File: src/rtl/sd_read_photo_if.sv
// Bus between the photo sequencer, the SD sector-read controller and the frame-RAM write port.
// Optional rd_done strobe exists only when SD_READ_PHOTO_DONE_EN is defined.
interface sd_read_photo_if #(
    parameter int unsigned RAM_AW = 19
);
    // Strobe semantics (no back-pressure): rd_start_en is a one-cycle request that is only
    // raised while rd_busy=0; every cycle with rd_val_en=1 carries exactly one word, and
    // sd_rd_ram_addr in that same cycle is that word's frame-RAM address.
    logic              get_photo_mode;
    logic              rd_busy;
    logic              rd_val_en;
    logic              rd_start_en;
    logic [31:0]       rd_sec_addr;
    logic [RAM_AW-1:0] sd_rd_ram_addr;
`ifdef SD_READ_PHOTO_DONE_EN
    logic              rd_done;

    modport master (
        input  get_photo_mode, rd_busy, rd_val_en,
        output rd_start_en, rd_sec_addr, sd_rd_ram_addr, rd_done
    );
    modport slave (
        output get_photo_mode, rd_busy, rd_val_en,
        input  rd_start_en, rd_sec_addr, sd_rd_ram_addr, rd_done
    );
`else
    modport master (
        input  get_photo_mode, rd_busy, rd_val_en,
        output rd_start_en, rd_sec_addr, sd_rd_ram_addr
    );
    modport slave (
        output get_photo_mode, rd_busy, rd_val_en,
        input  rd_start_en, rd_sec_addr, sd_rd_ram_addr
    );
`endif
endinterface

File: src/rtl/sd_read_photo.sv
// Streams SECTORS consecutive SD sectors from BASE_SEC into frame RAM, one address per word.
// Define SD_READ_PHOTO_DONE_EN to add the rd_done entry pulse on the bus.
module sd_read_photo #(
    parameter logic [31:0] BASE_SEC      = 32'd10000,
    parameter int unsigned SECTORS       = 1200,
    parameter int unsigned WORDS_PER_SEC = 256,
    parameter int unsigned RAM_AW        = 19
) (
    input  logic            clk,
    input  logic            rst_n,
    sd_read_photo_if.master bus,
    output logic [2:0]      dbg_state_o
);
    localparam int unsigned SCW = (SECTORS > 1) ? $clog2(SECTORS) : 1;
    localparam int unsigned WCW = (WORDS_PER_SEC > 1) ? $clog2(WORDS_PER_SEC) : 1;
    localparam logic [SCW-1:0] SEC_LAST  = SCW'(SECTORS - 1);
    localparam logic [WCW-1:0] WORD_LAST = WCW'(WORDS_PER_SEC - 1);

    typedef enum logic [2:0] {S_IDLE, S_START, S_XFER, S_WAIT, S_DONE} state_e;

    state_e            state_q, state_d;
    logic [SCW-1:0]    sec_cnt_q, sec_cnt_d;
    logic [WCW-1:0]    word_cnt_q, word_cnt_d;
    logic [RAM_AW-1:0] ram_addr_q, ram_addr_d;
    logic              start_q, start_d;
    logic [31:0]       sec_addr_q, sec_addr_d;

    always_ff @(posedge clk or negedge rst_n) begin
        if (!rst_n) begin
            state_q    <= S_IDLE;
            sec_cnt_q  <= '0;
            word_cnt_q <= '0;
            ram_addr_q <= '0;
            start_q    <= 1'b0;
            sec_addr_q <= BASE_SEC;
        end else begin
            state_q    <= state_d;
            sec_cnt_q  <= sec_cnt_d;
            word_cnt_q <= word_cnt_d;
            ram_addr_q <= ram_addr_d;
            start_q    <= start_d;
            sec_addr_q <= sec_addr_d;
        end
    end

    always_comb begin
        state_d    = state_q;
        sec_cnt_d  = sec_cnt_q;
        word_cnt_d = word_cnt_q;
        ram_addr_d = ram_addr_q;
        sec_addr_d = sec_addr_q;
        case (state_q)
            S_IDLE: begin
                sec_cnt_d  = '0;
                word_cnt_d = '0;
                ram_addr_d = '0;
                if (bus.get_photo_mode && !bus.rd_busy) state_d = S_START;
            end
            S_START: state_d = S_XFER;
            S_XFER: begin
                if (bus.rd_val_en) begin
                    ram_addr_d = ram_addr_q + RAM_AW'(1);
                    if (word_cnt_q == WORD_LAST) begin
                        word_cnt_d = '0;
                        if (sec_cnt_q == SEC_LAST) begin
                            state_d = S_DONE;
                        end else begin
                            sec_cnt_d = sec_cnt_q + SCW'(1);
                            state_d   = S_WAIT;
                        end
                    end else begin
                        word_cnt_d = word_cnt_q + WCW'(1);
                    end
                end
            end
            S_WAIT: if (!bus.rd_busy) state_d = S_START;
            S_DONE: ;
            default: state_d = S_IDLE;
        endcase
        // Dropping the request aborts any phase (or leaves DONE) with everything cleared.
        if (!bus.get_photo_mode) begin
            state_d    = S_IDLE;
            sec_cnt_d  = '0;
            word_cnt_d = '0;
            ram_addr_d = '0;
        end
        // Registered pulse lines up with the START state; address is held until the next one.
        start_d = (state_d == S_START);
        if (start_d) sec_addr_d = BASE_SEC + 32'(sec_cnt_d);
    end

    assign bus.rd_start_en    = start_q;
    assign bus.rd_sec_addr    = sec_addr_q;
    assign bus.sd_rd_ram_addr = ram_addr_q;
    assign dbg_state_o        = state_q;

`ifdef SD_READ_PHOTO_DONE_EN
    logic done_q, done_d;

    assign done_d = (state_d == S_DONE) && (state_q != S_DONE);

    always_ff @(posedge clk or negedge rst_n) begin
        if (!rst_n) done_q <= 1'b0;
        else        done_q <= done_d;
    end

    assign bus.rd_done = done_q;
`endif
endmodule

File: src/flat_wrapper.sv
// flat-port wrapper written by rule: the top's interface ports become plain ports
module sd_read_photo_flat 
#(
    parameter logic [31:0] BASE_SEC      = 32'd10000,
    parameter int unsigned SECTORS       = 1200,
    parameter int unsigned WORDS_PER_SEC = 256,
    parameter int unsigned RAM_AW        = 19
)
  (clk, rst_n, dbg_state_o, bus_get_photo_mode, bus_rd_busy, bus_rd_val_en, bus_rd_start_en, bus_rd_sec_addr, bus_sd_rd_ram_addr);
  sd_read_photo_if #(.RAM_AW(RAM_AW)) bus_i ();
  input  logic clk;
  input  logic rst_n;
  output logic [2:0] dbg_state_o;
  input wire logic [$bits(bus_i.get_photo_mode)-1:0] bus_get_photo_mode;
  input wire logic [$bits(bus_i.rd_busy)-1:0] bus_rd_busy;
  input wire logic [$bits(bus_i.rd_val_en)-1:0] bus_rd_val_en;
  output wire logic [$bits(bus_i.rd_start_en)-1:0] bus_rd_start_en;
  output wire logic [$bits(bus_i.rd_sec_addr)-1:0] bus_rd_sec_addr;
  output wire logic [$bits(bus_i.sd_rd_ram_addr)-1:0] bus_sd_rd_ram_addr;
  assign bus_i.get_photo_mode = bus_get_photo_mode;
  assign bus_i.rd_busy = bus_rd_busy;
  assign bus_i.rd_val_en = bus_rd_val_en;
  assign bus_rd_start_en = bus_i.rd_start_en;
  assign bus_rd_sec_addr = bus_i.rd_sec_addr;
  assign bus_sd_rd_ram_addr = bus_i.sd_rd_ram_addr;
  sd_read_photo #(.BASE_SEC(BASE_SEC), .SECTORS(SECTORS), .WORDS_PER_SEC(WORDS_PER_SEC), .RAM_AW(RAM_AW)) u_core (.clk(clk), .rst_n(rst_n), .bus(bus_i), .dbg_state_o(dbg_state_o));
endmodule
File: config.mk
export PLATFORM = sky130hd
export DESIGN_NAME = sd_read_photo_flat
export DESIGN_NICKNAME = d
export VERILOG_FILES = /design/src/rtl/sd_read_photo_if.sv /design/src/rtl/sd_read_photo.sv /design/src/flat_wrapper.sv
export SDC_FILE = /design/constraint.sdc
export NUM_CORES = 1
export LEC_CHECK = 0
export BUFFER_PORTS_ARGS = -buffer_cell sky130_fd_sc_hd__buf_2
export CAP_MARGIN = 0
export CORE_MARGIN = 1.5
export CORE_UTILIZATION = 40
export CTS_BUF_LIST = sky130_fd_sc_hd__clkbuf_4 sky130_fd_sc_hd__clkbuf_8 sky130_fd_sc_hd__clkbuf_16
export DETAILED_ROUTE_END_ITERATION = 10
export PLACE_DENSITY_LB_ADDON = 0.2
export SYNTH_ARGS = -nofsm -noshare
export SYNTH_HDL_FRONTEND = slang
export SYNTH_SLANG_ARGS = --single-unit
File: constraint.sdc
create_clock -name clk -period 2.7 [get_ports clk]
set_clock_uncertainty 0.15 [all_clocks]
set_input_delay 0.54 -clock clk [delete_from_list [all_inputs] [get_ports clk]]
set_output_delay 0.54 -clock clk [all_outputs]
set_load 0.01 [all_outputs]
==> flow_summary_export.csv <==
group,metric,value,unit
setup_path,crit_chain,"ha_4 -> nand4_1 -> nor3_2 -> buf_4 -> a21oi_1 -> o21a_1 -> ha_1 -> o221ai_2 -> nand3b_4 -> xor2_1 -> o21ai_1",
die,core,0.00737,mm²
setup_path,crit_required,2.79,ns
yosys,async_flop_share,100,%
route,num_vias,2502,
power_and_ir_drop,p_per_area,434,mW/mm²
die,dieArea,0.00830,mm²
clocking,cts_made_buffers,5,
clocking,ctsHtreeMaxLevel,2,
setup_path,critical_path.max_stage_delay,0.42,ns
route,dr.pass1.iters,4,
placement,port_buffers,39,
yosys,synthTopCellsByArea,"dfrtp_1 (40%), nand2_1 (5.2%), buf_4 (4.8%)",
route,vias_per_cell,5.18,
die,die_y,91.1,µm
sta,rsz0062_at_grt,"false",
die,io_pins,60,
route,ant_nets,0,
clocking,cts_tree,"yes",
setup_path,r2r_setup_slack,0.20,ns
yosys,ys.warnings.count,0,
route,wl,6740,µm
finish,final_cells,483,
route,drc,0,
sta,report.final.hold_viol_count,0,
sta,timing.setup.tns,0,ns
global_route,grt_overflow,0,
route,drt-initial-drc-count,166,
setup_path,cp-start-kind,"flop",
clocking,cts_root_buf,"clkbuf_8",
setup_path,cp_slowest_cell,"dfrtp_1",
setup_path,path_depth,11,
setup_path,rr_worst_depth,11,
power_and_ir_drop,clkPwrFrac,31.7,%
power_and_ir_drop,p_seq_share,56.4,%
clocking,clkTransAtPathRegs,0.10,ns
yosys,synth_top_area_cell,"dfrtp_1",
yosys,synth.most_common_cell,"dfrtp_1",
status,status,"finished, final reports clean",
yosys,syn_area,0.00311,mm²
power_and_ir_drop,p_sw_share,26.3,%
setup_path,cp_data_arrival_time,2.59,ns
power_and_ir_drop,ir_worst_vdd,0.220,mV
yosys,synth.avg_cell_area,9.16,µm²
global_route,antenna_found_initial,0,
sta,tightest_slew,0.609,ns
placement,gp_congestion,0.831,
sta,maxSlewViolCount,0,
setup_path,crit_buf_inv,1,
setup_path,path_class,"flop to flop",
global_route,grt_max_degree,30,
yosys,synth-edff-count,0,
power_and_ir_drop,power.switching,400,µW
yosys,synth_seq_cells,54,
setup_path,r2r-end,"u_core.bus.rd_sec_addr[10]",
global_route,grt_pass1_wl,11600,µm
sta,max_freq,0.400,GHz
clocking,cts.sinks,54,
yosys,netlist.area_leader.share,40.3,%
placement,hpwl,5030,µm
finish,diodes,0,
finish,syn2layout_area_growth,12.7,%
global_route,grt_usage,17.0,%
sta,period_share,92.6,%
route,route.met2.wl,3260,µm
yosys,ys_seq_area_share,43.7,%
die,initial_utilization,42.1,%
sta,final-setup-viol-count,0,
die,rows,31,
power_and_ir_drop,power_leakage,0.00169,µW
die,die_x,91.1,µm
hold_path,worstHoldPathType,"input pin to asynchronous set/reset pin",
finish,nFillCells,757,
global_route,grt_pass1_vias,2359,
yosys,synthFlopType,"dfrtp_1",
yosys,postSynthCellCount,339,
clocking,cts_buffer_depth,2,
route,wl_per_cell,14.0,µm
sta,period_needed,2.50,ns
setup_path,regToRegStartpoint,"u_core.word_cnt_q[1]",
setup_path,end_kind,"flop",
route,dr.max_layer_used,"met4",
setup_path,endpoint,"u_core.bus.rd_sec_addr[10]",
placement,place_inst,474,
power_and_ir_drop,internal_power,1120,µW
setup_path,critPathMaxFanout,5,
yosys,yosysUniqueCellTypes,57,
clocking,clk_latency,0.30,ns
power_and_ir_drop,pwr-share-comb,11.9,%
setup_path,crit_family,"simple AND/OR/NAND/NOR gates",
setup_path,startpoint,"u_core.word_cnt_q[1]",
flow_run,cap_violations,0,
yosys,synthTopCellsByCount,"dfrtp_1 (50), nand2_1 (43), nor2_1 (31)",
route,wl_met3,290,µm
sta,max_slew_margin,59.4,%
route,wl_met1,3170,µm
finish,fin_nets,392,
finish,drive_above_1_share,20.8,%
-- metrics by stage --
| stage | hold WS, ns | utilization (%) | power [µW] | worst slack, ns | area (µm²) |
|---|---|---|---|---|---|
| after floorplan | 0.0944 | - | 1000 | 0.245 | 3170 |
| after global placement | 0.308 | 45.8 | 1050 | 0.184 | 3370 |
| after detailed placement | 0.308 | 45.8 | 1050 | 0.144 | 3370 |
| after CTS | 0.102 | 47.0 | 1540 | 0.103 | 3470 |
| after global routing | 0.129 | 47.5 | 1600 | 0.0145 | 3500 |
| final | 0.0867 | 47.5 | 1520 | 0.201 | 3500 |
-- kinds of logic after synthesis --
family	share of synthesized area (%)
adders and majority gates	1.61
xor gates and xnor gates	4.51
and+or+nand+nor	25.6
AOI/OAI and AO/OA	13.1
muxes	3.10
DFF	43.7
buffers and inverters	8.14
other	0.242
-- flip-flops by register name, indices dropped and copies added, names as in the netlist --
signal and cells:
u_core.bus.sd_rd_ram_addr 19, u_core.bus.rd_start_en 1, u_core.bus.rd_sec_addr 12, u_core.dbg_state_o 3
u_core.sec_cnt_q 11, u_core.word_cnt_q 8
-- repair_timing --
action	CTS	global route
buffers inserted	0	1
hold buffers	0	0
hold endpoints to repair	0	0
endpoints found under the setup margin	0	8
resized for setup	0	5
-- layout by cell type, fill, tap and decap left out, types with 9 or more instances in the layout --
| cell type | n |
|---|---|
| nand2_1 | 43 |
| o21ai_0 | 20 |
| dfrtp_1 | 50 |
| a21oi_1 | 10 |
| buf_4 | 12 |
| nand3_1 | 19 |
| xor2_1 | 12 |
| buf_2 | 39 |
| conb_1 | 20 |
| nor2_1 | 31 |
| and3_1 | 9 |
-- routing by layer --
| metal | vias to the layer above | track usage [%] |
|---|---|---|
| li1 | 1238 | - |
| met1 | 1194 | 23.2 |
| met2 | 68 | 28.5 |
| met3 | 2 | 3.18 |
| met4 | 0 | 2.99 |
| met5 | - | 0 |
-- layout make-up --
cell class	count	area (µm²)	share of cell area [%]
Multi-Input combinational cell	262	1590	45.4
Sequential cell	54	1360	38.7
Timing Repair Buffer	52	305	8.72
Tap cell	99	124	3.54
Clock buffer	7	90.1	2.57
Inverter	8	30.0	0.858
Clock inverter	1	5.00	0.143
-- worst register-to-register path, delay by kind of cell (launching register included) --
kind                       cells  cell delay [ns]
DFF                            1             0.42
xor gates and xnor gates       1             0.14
and+or+nand+nor                3             0.63
AOI/OAI and AO/OA              4             0.52
buffers and inverters          1             0.17
adders and majority gates      2             0.39
-- how the worst min path moves through the flow --
stage | cells after the start | endpoint | start
2_1_floorplan | 0 | u_core.bus.rd_sec_addr[0] | rst_n
3_3_place_gp | 2 | u_core.bus.rd_sec_addr[9] | u_core.bus.rd_sec_addr[9]
3_5_place_dp | 2 | u_core.bus.rd_sec_addr[4] | u_core.bus.rd_sec_addr[4]
4_1_cts | 1 | u_core.word_cnt_q[2] | rst_n
5_1_grt | 1 | u_core.word_cnt_q[2] | rst_n
6_report | 1 | u_core.word_cnt_q[2] | rst_n
-- power by group through the flow --
stage	registers [µW]	logic [µW]	clock network (µW)
after floorplan	883	118	0
after global placement	874	179	0
after detailed placement	873	181	0
after CTS	858	181	503
after global routing	861	205	532
final	857	181	482
Note: power is estimated with default switching activity, not from simulation.
